--- src/rtl/random_multi_pkg.sv ---
// random_pkg: shared types and constants for the multi-channel random source.
package random_pkg;
    typedef enum logic {MODE_COUNTER, MODE_LFSR} rand_mode_t;
    typedef enum logic {CH_IDLE, CH_PENDING} ch_state_t;
    localparam logic [15:0] LFSR_TAPS = 16'hB400;
    localparam logic [15:0] LFSR_RESET_SEED = 16'hACE1;
    function automatic logic [15:0] lfsr_step(input logic [15:0] q);
        return (q >> 1) ^ (q[0] ? LFSR_TAPS : 16'h0000);
    endfunction
endpackage

--- src/rtl/random_multi_if.sv ---
// random_multi_if: request/response bundle between requesters and the random source.
interface random_multi_if #(
    parameter int SIZE_BITS = 8,
    parameter int NUM_CH = 4
);
    import random_pkg::*;
    rand_mode_t mode;
    logic seed_load;
    logic [15:0] seed;
    logic [NUM_CH-1:0] rise;
    logic [SIZE_BITS-1:0] dout [NUM_CH];
    logic [NUM_CH-1:0] valid;
    logic [NUM_CH-1:0] busy;
    modport master (output mode, seed_load, seed, rise, input dout, valid, busy);
    modport slave (input mode, seed_load, seed, rise, output dout, valid, busy);
endinterface

--- src/rtl/random_multi_lfsr.sv ---
// random_lfsr: 16-bit right-shifting Galois LFSR with seed load; a zero seed becomes 1.
module random_lfsr
    import random_pkg::*;
(
    input  logic        clk,
    input  logic        resetN,
    input  logic        load,
    input  logic [15:0] seed,
    output logic [15:0] q
);
    always_ff @(posedge clk or negedge resetN)
        if (!resetN) q <= LFSR_RESET_SEED;
        else if (load) q <= (seed == 16'h0000) ? 16'h0001 : seed;
        else q <= lfsr_step(q);
endmodule

--- src/rtl/random_multi.sv ---
// random_multi: shared counter/LFSR random source serving NUM_CH edge-triggered requesters,
// one grant per cycle to the lowest pending channel.
module random_multi
    import random_pkg::*;
#(
    parameter int SIZE_BITS = 8,
    parameter int MIN_VAL = 0,
    parameter int MAX_VAL = 255,
    parameter int NUM_CH = 4
) (
    input logic clk,
    input logic resetN,
    random_multi_if.slave bus
);
    localparam logic [SIZE_BITS-1:0] LO = SIZE_BITS'(MIN_VAL);
    localparam logic [SIZE_BITS-1:0] HI = SIZE_BITS'(MAX_VAL);
    localparam logic [SIZE_BITS-1:0] SPAN = SIZE_BITS'(MAX_VAL - MIN_VAL);
    localparam logic [SIZE_BITS-1:0] MID = SIZE_BITS'(MIN_VAL + (MAX_VAL - MIN_VAL) / 2);
    logic [SIZE_BITS-1:0] counter, cand, r;
    logic [15:0] lfsr;
    logic lfsr_unused;
    logic accept;
    logic [NUM_CH-1:0] rise_d, pend, grant;
    ch_state_t state [NUM_CH];
    ch_state_t state_next [NUM_CH];
    random_lfsr u_lfsr (
        .clk(clk),
        .resetN(resetN),
        .load(bus.seed_load),
        .seed(bus.seed),
        .q(lfsr)
    );
    // only the low SIZE_BITS of the LFSR feed the candidate
    assign lfsr_unused = ^lfsr;
    always_ff @(posedge clk or negedge resetN)
        if (!resetN) counter <= LO;
        else counter <= (counter >= HI) ? LO : counter + SIZE_BITS'(1);
    assign r = lfsr[SIZE_BITS-1:0];
    assign accept = (bus.mode == MODE_COUNTER) || (r <= SPAN);
    assign cand = (bus.mode == MODE_COUNTER) ? counter : LO + r;
    always_comb
        for (int i = 0; i < NUM_CH; i++)
            pend[i] = (state[i] == CH_PENDING);
    // isolate the lowest set pending bit
    assign grant = accept ? (pend & (~pend + NUM_CH'(1))) : '0;
    assign bus.busy = pend;
    always_comb
        for (int i = 0; i < NUM_CH; i++)
            state_next[i] = (state[i] == CH_IDLE)
                ? ((bus.rise[i] && !rise_d[i]) ? CH_PENDING : CH_IDLE)
                : (grant[i] ? CH_IDLE : CH_PENDING);
    always_ff @(posedge clk or negedge resetN)
        if (!resetN) begin
            rise_d <= '0;
            bus.valid <= '0;
            for (int i = 0; i < NUM_CH; i++) begin
                state[i] <= CH_IDLE;
                bus.dout[i] <= MID;
            end
        end else begin
            rise_d <= bus.rise;
            bus.valid <= grant;
            for (int i = 0; i < NUM_CH; i++) begin
                state[i] <= state_next[i];
                if (grant[i]) bus.dout[i] <= cand;
            end
        end
endmodule

--- src/flat_wrapper.sv ---
// flat-port wrapper written by rule: the top's interface ports become plain ports
module random_multi_flat import random_pkg::*;
#(
    parameter int SIZE_BITS = 8,
    parameter int MIN_VAL = 0,
    parameter int MAX_VAL = 255,
    parameter int NUM_CH = 4
)
  (clk, resetN, bus_mode, bus_seed_load, bus_seed, bus_rise, bus_dout, bus_valid, bus_busy);
  random_multi_if #(.SIZE_BITS(SIZE_BITS), .NUM_CH(NUM_CH)) bus_i ();
  input logic clk;
  input logic resetN;
  input wire logic [$bits(bus_i.mode)-1:0] bus_mode;
  input wire logic [$bits(bus_i.seed_load)-1:0] bus_seed_load;
  input wire logic [$bits(bus_i.seed)-1:0] bus_seed;
  input wire logic [$bits(bus_i.rise)-1:0] bus_rise;
  output wire logic [$bits(bus_i.dout)-1:0] bus_dout;
  output wire logic [$bits(bus_i.valid)-1:0] bus_valid;
  output wire logic [$bits(bus_i.busy)-1:0] bus_busy;
  assign bus_i.mode = bus_mode;
  assign bus_i.seed_load = bus_seed_load;
  assign bus_i.seed = bus_seed;
  assign bus_i.rise = bus_rise;
  assign bus_dout = {>>{bus_i.dout}};
  assign bus_valid = bus_i.valid;
  assign bus_busy = bus_i.busy;
  random_multi #(.SIZE_BITS(SIZE_BITS), .MIN_VAL(MIN_VAL), .MAX_VAL(MAX_VAL), .NUM_CH(NUM_CH)) u_core (.clk(clk), .resetN(resetN), .bus(bus_i));
endmodule
--- config.mk ---
export PLATFORM = sky130hd
export DESIGN_NAME = random_multi_flat
export DESIGN_NICKNAME = d
export VERILOG_FILES = /design/src/rtl/random_multi_pkg.sv /design/src/rtl/random_multi_if.sv /design/src/rtl/random_multi_lfsr.sv /design/src/rtl/random_multi.sv /design/src/flat_wrapper.sv
export SDC_FILE = /design/constraint.sdc
export NUM_CORES = 1
export LEC_CHECK = 0
export CORE_MARGIN = 1.5
export CORE_UTILIZATION = 46
export CTS_BUF_LIST = sky130_fd_sc_hd__clkbuf_2 sky130_fd_sc_hd__clkbuf_4 sky130_fd_sc_hd__clkbuf_8
export CTS_CLUSTER_SIZE = 14
export DETAILED_ROUTE_END_ITERATION = 6
export PLACE_DENSITY = 0.84
export REMOVE_ABC_BUFFERS = 1
export SLEW_MARGIN = 20
export SYNTH_ARGS = -nofsm -noshare
export SYNTH_HDL_FRONTEND = slang
export SYNTH_HIERARCHICAL = 1
export SYNTH_SLANG_ARGS = --single-unit
--- constraint.sdc ---
create_clock -name clk -period 1.5 [get_ports clk]
set_clock_uncertainty 0.2 [all_clocks]
set_input_delay 0.3 -clock clk [delete_from_list [all_inputs] [get_ports clk]]
set_output_delay 0.3 -clock clk [all_outputs]
set_load 0.05 [all_outputs]
==> impl_metrics.env <==
export IMPL_status="finished, violations left"
export IMPL_violations="negative setup slack"
export IMPL_wl_um=8501
export IMPL_slew_headroom_pct=74.72
export IMPL_dieArea_mm2=0.006256
export IMPL_r2r_slack_ps=-100
export IMPL_slowest_delay_ps=460
export IMPL_hold_viol=0
export IMPL_finalNetCount=364
export IMPL_holdCritStartpoint="u_core/rise_d[0]"
export IMPL_period_minus_slack_ps=1595
export IMPL_tightest_slew_ps=377.7
export IMPL_fin_cells=416
export IMPL_grt_max_degree=69
export IMPL_whs_path_depth=1
export IMPL_pwr_share_comb_pct=46.7
export IMPL_synth_seq_cells=68
export IMPL_fmax_ghz=0.6269
export IMPL_r2r_end="u_core/bus.dout[7]"
export IMPL_yosysMostFrequentCell="dfstp_2"
export IMPL_fin_setup_tns_ps=-2269
export IMPL_grt_pass1_vias=2296
export IMPL_layout_setup_ws_ps=-95.10
export IMPL_drtIter0Drc=216
export IMPL_crit_path_top_delay_cell="dfrtp_2"
export IMPL_ff2ff_path_depth=4
export IMPL_rsz0062_at_grt="yes"
export IMPL_async_flop_share_pct=100.0
export IMPL_cts_buffer_depth=2
export IMPL_drtAntennaViolNets=0
export IMPL_synth_top_cells_by_count="36 x dfstp_2, 32 x dfrtp_1, 31 x nor2_1"
export IMPL_gr_total_overflow=0
export IMPL_yosysTopAreaCell="dfstp_2"
export IMPL_syn_avg_cell_area_um2=12.33
export IMPL_ys_top_cells_by_area="dfstp_2 36%, dfrtp_1 30%, a21oi_1 5.3%"
export IMPL_gp_congestion=0.8429
export IMPL_period_share_pct=106.3
export IMPL_initial_core_util_pct=48.08
export IMPL_synthesis_area_mm2=0.002664
export IMPL_io_buffers=63
export IMPL_start_kind="flip-flop"
export IMPL_cp_required_ps=1000
export IMPL_antenna_found_initial=0
export IMPL_n_antenna_cell=0
export IMPL_syn_to_final_growth_pct=71.72
export IMPL_dp_cells=371
export IMPL_drt_pass1_iterations=4
export IMPL_crit_family="flip-flops"
export IMPL_irDropWorstVdd_v=0.001635
export IMPL_critPathBufInv=2
export IMPL_drv_cap=0
export IMPL_p_leak_nw=2.009
export IMPL_htreeDepth=3
export IMPL_wl_per_cell_um=20.44
export IMPL_timing_rr_start="u_core/bus.busy[0]"
export IMPL_finalMaxSlewViolations=0
export IMPL_crit_fanout=4
export IMPL_clock_sinks=68
export IMPL_netlist_area_leader_share_pct=35.51
export IMPL_drive_gt1_share_pct=53.78
export IMPL_drc=0
export IMPL_crit_type="flip-flop to output port"
export IMPL_die_width_um=79.10
export IMPL_yosysWarnings=6
export IMPL_core_area_mm2=0.005540
export IMPL_cts_tree="done"
export IMPL_synth_ff_type="dfstp_2"
export IMPL_synth_edf_count=0
export IMPL_dpl_hpwl_um=4511
export IMPL_cp_arrival_ps=1100
export IMPL_p_clk_share_pct=21.0
export IMPL_pre_cts_ws_ps=-296.7
export IMPL_grt_pass1_wl_um=12210
export IMPL_hold_end="u_core/bus.busy[0]"
export IMPL_floorplan_rows=27
export IMPL_die_h_um=79.10
export IMPL_worstSkewPairLatency_ps=360
export IMPL_swShare_pct=36.80
export IMPL_path_cells="buf_6, buf_12"
export IMPL_critPathCaptureType="output port"
export IMPL_p_int_mw=5.692
export IMPL_vias=2272
export IMPL_power_switching_mw=3.314
export IMPL_ios=64
export IMPL_min_path_type="flip-flop to flip-flop"
export IMPL_setup_viol=48
export IMPL_root_buffer="clkbuf_8"
export IMPL_viasPerCell=5.462
export IMPL_p_per_area_mw_per_mm2=1969
export IMPL_cts_reportedPaths_clkPinSlew_ps=90
export IMPL_cts_made_buffers=9
export IMPL_synth_cell_type_count=28
export IMPL_yosysSeqAreaShare_pct=65.57
export IMPL_synth_cells=216
export IMPL_share_seq_of_total_power_pct=32.3
export IMPL_grtUsageTotal_pct=26.92
## power groups by stage
stage	registers, mW	logic (mW)	clock network [mW]
final	2.91	4.21	1.89
after global routing	2.95	4.35	1.99
after CTS	2.88	3.82	1.87
after detailed placement	2.90	3.58	0
after global placement	2.88	3.49	0
after floorplan	3.93	0.469	0
## cell type report
class	count	area (µm²)
sequential	68	1753
timing repair buffer	121	1539
fill	250	965.9
tap	72	90.09
inverter	5	18.77
multi-input combinational	134	924.6
clock inverter	6	111.4
clock buffer	10	137.6
## what timing repair did
action                     CTS  global route
pin swaps                    0             3
setup endpoints to repair   39            55
hold endpoints to repair    32             0
hold buffers                 1             0
cloned                       1             0
resized for setup           14            27
setup buffers               12            15
## cells by family (layout without fill, tap and decap cells)
group	Yosys count	in the layout	share of synthesized area [%]
flip-flops	68	68	65.57
AND/OR/NAND/NOR	63	63	12.49
AO/OA/AOI/OAI	43	43	8.173
multiplexers	20	20	8.079
buffers and inverters	14	142	2.912
XOR/XNOR	7	7	2.302
adder cells (fa/ha/maj)	1	1	0.4696
## worst max-delay path by stage
stage,end,depth (start not counted),slack [ps],from
after CTS,bus_busy[0],2,-90,u_core/bus.busy[0]
after global placement,u_core/bus.dout[21],5,-220,bus_mode
final,bus_busy[1],2,-100,u_core/bus.busy[1]
after detailed placement,u_core/bus.dout[21],5,-300,bus_mode
after floorplan,u_core/bus.dout[7],2,-460,u_core/bus.busy[0]
after global routing,u_core/bus.dout[2],4,-150,u_core/bus.busy[0]
## metal layers
metal  GRT usage, %  vias up  share of wire (%)
li1               -      986                  -
met1          30.62     1152                 38
met2          47.61      109                 54
met3          5.057       25                5.0
met4          14.56        0                3.6
met5              0        -                  0
## through the flow
step / hold slack (ps) / utilization [%] / power (mW) / instance area, µm²
2_1_floorplan: -195.6 / - / 4.400 / 2605
3_3_place_gp: 136.6 / 71.77 / 6.369 / 3976
3_5_place_dp: 141.2 / 71.77 / 6.484 / 3976
4_1_cts: 203.5 / 79.02 / 8.567 / 4378
5_1_grt: 204.6 / 82.57 / 9.285 / 4574
6_report: 204.4 / 82.57 / 9.006 / 4574
## state kept, by name, indices dropped and copies added, names as in the netlist
| signal | flops |
|---|---|
| u_core/bus.busy | 4 |
| u_core/bus.dout | 32 |
| u_core/bus.valid | 4 |
| u_core/counter | 8 |
| u_core/rise_d | 4 |
| u_core/u_lfsr/q | 16 |
## worst reg2reg max path: cells and delay by family (launching register included)
family / cells / cell delay, ps
AO/OA/AOI/OAI: 1 / 50
buffers and inverters: 2 / 320
flip-flops: 1 / 470
AND/OR/NAND/NOR: 1 / 440
## placed cells by master, fill, tap and decap left out, types with 2 or more instances in the layout
master,netlist,final
a21oi_1,28,20
a21oi_2,0,8
a31oi_1,2,2
buf_12,0,43
buf_4,3,45
buf_6,1,8
bufinv_16,0,3
clkbuf_8,0,10
clkdlybuf4s50_1,0,22
dfrtp_1,32,27
dfrtp_2,0,5
dfstp_2,36,36
inv_1,5,5
mux2_1,8,8
mux2_2,4,4
mux2i_1,8,7
nand2_1,14,13
nand2b_1,2,2
nand3_1,3,3
nand4_1,3,3
nor2_1,31,23
nor2_2,0,7
nor4_2,4,4
o21ai_0,10,8
o21ai_1,3,5
xnor2_1,5,5
xor2_1,2,2
No activity file was read; power rests on OpenSTA's default activity.
